--- src/rtl/dac_stream_scheduler.sv ---
// Paces the DAC sample stream: one beat per programmable period, sourced from
// DDS (s0) or DMA (s1), with source switches held off until a frame boundary.
module dac_stream_scheduler #(
  parameter int DATA_W = 8,
  parameter int DIV_W  = 16
) (
  input  logic              aclk,
  input  logic              aresetn,
  input  logic              enable,
  input  logic [DIV_W-1:0]  rate_div,
  input  logic              src_sel,
  input  logic              clr_stats,
  input  logic [DATA_W-1:0] s0_axis_tdata,
  input  logic              s0_axis_tvalid,
  input  logic              s0_axis_tlast,
  output logic              s0_axis_tready,
  input  logic [DATA_W-1:0] s1_axis_tdata,
  input  logic              s1_axis_tvalid,
  input  logic              s1_axis_tlast,
  output logic              s1_axis_tready,
  output logic [DATA_W-1:0] m_axis_tdata,
  output logic              m_axis_tvalid,
  input  logic              m_axis_tready,
  output logic              active_src,
  output logic              switch_pending,
  output logic [DIV_W-1:0]  underrun_cnt
);

  typedef enum logic [1:0] {IDLE, RUN, PEND} state_t;

  state_t             state_q, state_d;
  logic               active_q, active_d;
  logic [DIV_W-1:0]   cnt_q, period_q, urc_q;
  logic [DATA_W-1:0]  last_q;
  logic               mvld_q;

  logic               running, tick, busy, fetch, take, underrun;
  logic               src_valid, src_last;
  logic [DATA_W-1:0]  src_data;

  assign running   = (state_q != IDLE);
  assign tick      = running && enable && (cnt_q == period_q);
  // A beat still waiting on the DAC stage swallows the tick entirely.
  assign busy      = mvld_q && !m_axis_tready;
  assign fetch     = tick && !busy;

  assign src_valid = active_q ? s1_axis_tvalid : s0_axis_tvalid;
  assign src_last  = active_q ? s1_axis_tlast  : s0_axis_tlast;
  assign src_data  = active_q ? s1_axis_tdata  : s0_axis_tdata;

  assign take      = fetch && src_valid;
  assign underrun  = fetch && !src_valid;

  assign s0_axis_tready = take && !active_q;
  assign s1_axis_tready = take &&  active_q;

  assign m_axis_tdata   = last_q;
  assign m_axis_tvalid  = mvld_q;
  assign active_src     = active_q;
  assign switch_pending = running && (src_sel != active_q);
  assign underrun_cnt   = urc_q;

  always_comb begin
    state_d  = state_q;
    active_d = active_q;
    case (state_q)
      IDLE: if (enable) begin
        state_d  = RUN;
        active_d = src_sel;
      end
      RUN: begin
        if (!enable)                  state_d = IDLE;
        else if (src_sel != active_q) state_d = PEND;
      end
      PEND: begin
        if (!enable)                  state_d = IDLE;
        else if (src_sel == active_q) state_d = RUN;
        else if ((take && src_last) || underrun) begin
          // Frame boundary (or a starved source): hand over to the new source.
          active_d = src_sel;
          state_d  = RUN;
        end
      end
      default: state_d = IDLE;
    endcase
  end

  always_ff @(posedge aclk) begin
    if (!aresetn) begin
      state_q  <= IDLE;
      active_q <= 1'b0;
      cnt_q    <= '0;
      period_q <= '0;
      urc_q    <= '0;
      last_q   <= '0;
      mvld_q   <= 1'b0;
    end else begin
      state_q  <= state_d;
      active_q <= active_d;

      // Period is latched only at reload so mid-period rate changes are clean.
      if (!running || cnt_q == period_q) begin
        cnt_q    <= '0;
        period_q <= rate_div;
      end else begin
        cnt_q    <= cnt_q + DIV_W'(1);
      end

      if (fetch)              mvld_q <= 1'b1;
      else if (m_axis_tready) mvld_q <= 1'b0;

      if (take) last_q <= src_data;

      if (clr_stats)                      urc_q <= '0;
      else if (underrun && urc_q != '1)   urc_q <= urc_q + DIV_W'(1);
    end
  end

endmodule

--- config.mk ---
export PLATFORM = sky130hd
export DESIGN_NAME = dac_stream_scheduler
export DESIGN_NICKNAME = d
export VERILOG_FILES = /design/src/rtl/dac_stream_scheduler.sv
export SDC_FILE = /design/constraint.sdc
export NUM_CORES = 1
export LEC_CHECK = 0
export BUFFER_PORTS_ARGS = -buffer_cell sky130_fd_sc_hd__buf_2
export CAP_MARGIN = 5
export CELL_PAD_IN_SITES_DETAIL_PLACEMENT = 1
export CELL_PAD_IN_SITES_GLOBAL_PLACEMENT = 1
export CORE_MARGIN = 4
export CORE_UTILIZATION = 42
export CTS_CLUSTER_SIZE = 28
export DETAILED_ROUTE_END_ITERATION = 10
export PLACE_DENSITY = 0.84
export SLEW_MARGIN = 15
export SYNTH_ARGS = -nofsm -noshare
export SYNTH_HDL_FRONTEND = slang
export SYNTH_SLANG_ARGS = --single-unit
--- constraint.sdc ---
create_clock -name aclk -period 2.6 [get_ports aclk]
set_input_delay 0.13 -clock aclk [delete_from_list [all_inputs] [get_ports aclk]]
set_output_delay 0.13 -clock aclk [all_outputs]
set_load 0.005 [all_outputs]
==> impl_metrics.py <==
metrics = {
    "sta": {
        "tns_ns": 0,
        "finClkSkew_ns": 0.00577,
        "fmax_mhz": 435,
        "min_period_ns": 2.30,
        "rsz0062_at_grt": "false",
        "final-hold-violation-count": 0,
        "fin_crit_sh_pct": 88.3,
        "drv_slew": 0,
        "finalSetupViolations": 0,
        "setup_ws_ns": 0.303,
        "tightest_slew_ns": 1.00,
        "relSlewSlack_pct": 33.0,
    },
    "synthesis": {
        "yosysSeqAreaShare_pct": 40.5,
        "syn_inst": 366,
        "avgSynthCellArea_um2": 8.10,
        "yosysUniqueCellTypes": 37,
        "synth-main-ff-cell": "dfxtp_1",
        "ys_warn_count": 0,
        "synth_seq_cells": 60,
        "syn_nets": 410,
        "synth_edf_count": 0,
        "async_flop_share_pct": 0,
        "syn-cell-area_um2": 2960,
    },
    "routing": {
        "wl_um": 9080,
        "drt-initial-drc-count": 169,
        "wl_per_cell_um": 17.2,
        "via_per_inst": 5.71,
        "dr.max_layer_used": "met4",
        "drc": 0,
        "ant_nets": 0,
        "m1WireLength_um": 4100,
        "wl_met2_um": 4430,
        "wl_met3_um": 402,
        "vias": 3014,
        "dr.pass1.iters": 5,
    },
    "clocking": {
        "clkTransAtPathRegs_ns": 0.07,
        "cts-hold-fix-buffers": 0,
        "clkSinkCount": 60,
        "cts_tree": "yes",
        "cts_resized": 0,
        "insertion_delay_ns": 0.33,
        "root_buffer": "clkbuf_8",
        "clock_path_buffers": 2,
        "postCtsSetupRepairBufs": 0,
        "cts_htree_levels": 3,
        "cts_buffers": 9,
    },
    "setup_path": {
        "worstPathMaxFanout": 47,
        "end_kind": "flop",
        "cp.arrival_ns": 2.49,
        "cp-start-kind": "flop",
        "cpPeakStageDelay_ns": 0.54,
        "path_class": "flop to flop",
        "path_delay_family": "simple AND/OR/NAND/NOR gates",
        "worst-path-buf-inv": 1,
        "cp_cell_sequence": "xor2_1 > nor4_1 > nand4_1 > buf_4 > nand3_1 > nor2_1",
        "crit_required_ns": 2.79,
        "cp_slowest_cell": "nand3_1",
    },
    "status": {
        "outcome": "complete, no violations",
    },
    "floorplan": {
        "die_x_um": 92.0,
        "rows": 30,
        "ios": 71,
        "core_um2": 6830,
        "fp.dieArea_um2": 8460,
        "start_util_pct": 43.4,
        "fp.dieH_um": 92.0,
    },
    "global_routing": {
        "grt_overflow": 0,
        "grtUsageTotal_pct": 22.1,
        "antenna_found_initial": 0,
        "grt_pass1_wl_um": 15200,
        "grt_max_degree": 48,
        "grt_pass1_vias": 3077,
    },
    "flow_run": {
        "max_cap_viol_count": 0,
    },
    "place": {
        "place_congestion": 0.831,
        "dp_slack_ns": 0.480,
        "dp_hpwl_um": 6310,
        "port-buffer-count": 70,
    },
    "finish": {
        "layout-drive-gt1-share_pct": 22.2,
        "num-nets-final": 471,
        "n_antenna_cell": 0,
        "syn_to_final_growth_pct": 22.0,
    },
    "power": {
        "peakVddDrop_uv": 293,
        "p_per_area_nw_per_um2": 613,
        "p_leak_nw": 1.44,
    },
    "min_path": {
        "hold_class": "input port to flop",
    },
}
-- registers in the layout, summed over array words and instances, names as in the netlist --
register and count:
active_src 1, cnt_q 16, m_axis_tdata 8, m_axis_tvalid 1, period_q 16, state_q 2, underrun_cnt 16
-- final timing paths --
| check | startpoint | endpoint | slack, ns | cells past startpoint |
|---|---|---|---|---|
| worst max-delay path | cnt_q[12] | cnt_q[12] | 0.30 | 6 |
| worst min-delay path | rate_div[13] | period_q[13] | 0.07 | 3 |
| worst max register to register | cnt_q[12] | cnt_q[12] | 0.30 | 6 |
| worst min register to register | m_axis_tdata[3] | m_axis_tdata[3] | 0.47 | 1 |
-- layout by cell type, fill, tap and decap left out, drive strengths merged, types with 6 or more instances in the layout --
master,instances
a21oi,27
xor2,25
a31oi,10
nor3,7
nor2,35
clkbuf,12
xnor2,6
nand3,30
and3,8
nand4,16
nand2,32
or4,9
dfxtp,60
o21ai,19
o2bb2ai,8
nor4,6
buf,74
o31ai,10
-- power by group --
part	internal, mW	total [mW]	switching (mW)
clock	0.688	1.06	0.368
sequential	0.941	0.965	0.0237
combinational	0.0725	0.195	0.122
total	1.70	2.22	0.514
-- Yosys cell counts (6+ instances only) --
library cell	number	share of area, %
nor2_1	35	4.4
dfxtp_1	60	41
nor3_1	7	1.2
buf_2	8	1.4
o21ai_0	19	3.2
o31ai_1	10	2.5
nor4_1	6	1.3
o2bb2ai_1	8	2.4
xor2_1	25	7.4
clkbuf_1	15	1.9
and3_1	8	1.7
a21oi_1	27	4.6
nand4_1	16	3.4
a31oi_1	10	2.1
or4_1	9	2.3
nand2_1	31	3.9
xnor2_1	6	1.8
nand3_1	30	5.1
-- kinds of logic after synthesis --
| kind of cell | synth area share [%] |
|---|---|
| and+or+nand+nor | 27.4 |
| DFF | 40.5 |
| AOI/OAI and AO/OA | 16.7 |
| adders and majority gates | 0.844 |
| xor gates and xnor gates | 9.16 |
| buffers and inverters | 3.88 |
| muxes | 1.39 |
-- layout make-up --
type	instances	area, um2
clock buffer	12	155
clock inverter	4	95.1
tap	96	120
multi-input combinational	278	1650
timing repair buffer	74	380
inverter	4	15.0
fill	867	3220
sequential	60	1200
-- tightest hold or removal path, delay by kind of cell --
family	cells	cell delay [ns]
buf+inv	1	0.09
compound gates	2	0.13
-- metrics by stage --
stage                     instance area, um2  utilization (%)  hold WS (ns)  instances  total power, mW
final                                   3610             52.9        0.0656        528             2.22
after detailed placement                3360             49.2         0.411        512             1.17
after floorplan                         2960                -         0.291        366             1.10
after global placement                  3360             49.2         0.406        512             1.17
after CTS                               3610             52.9        0.0573        528             2.22
after global routing                    3610             52.9        0.0609        528             2.30
-- per-layer routing --
metal  GRT usage (%)  up-vias
li1                -     1451
met1            28.4     1467
met2            36.8       80
met3            4.76       16
met4            7.30        0
met5               0        -
No activity file was read; power rests on OpenSTA's default activity.
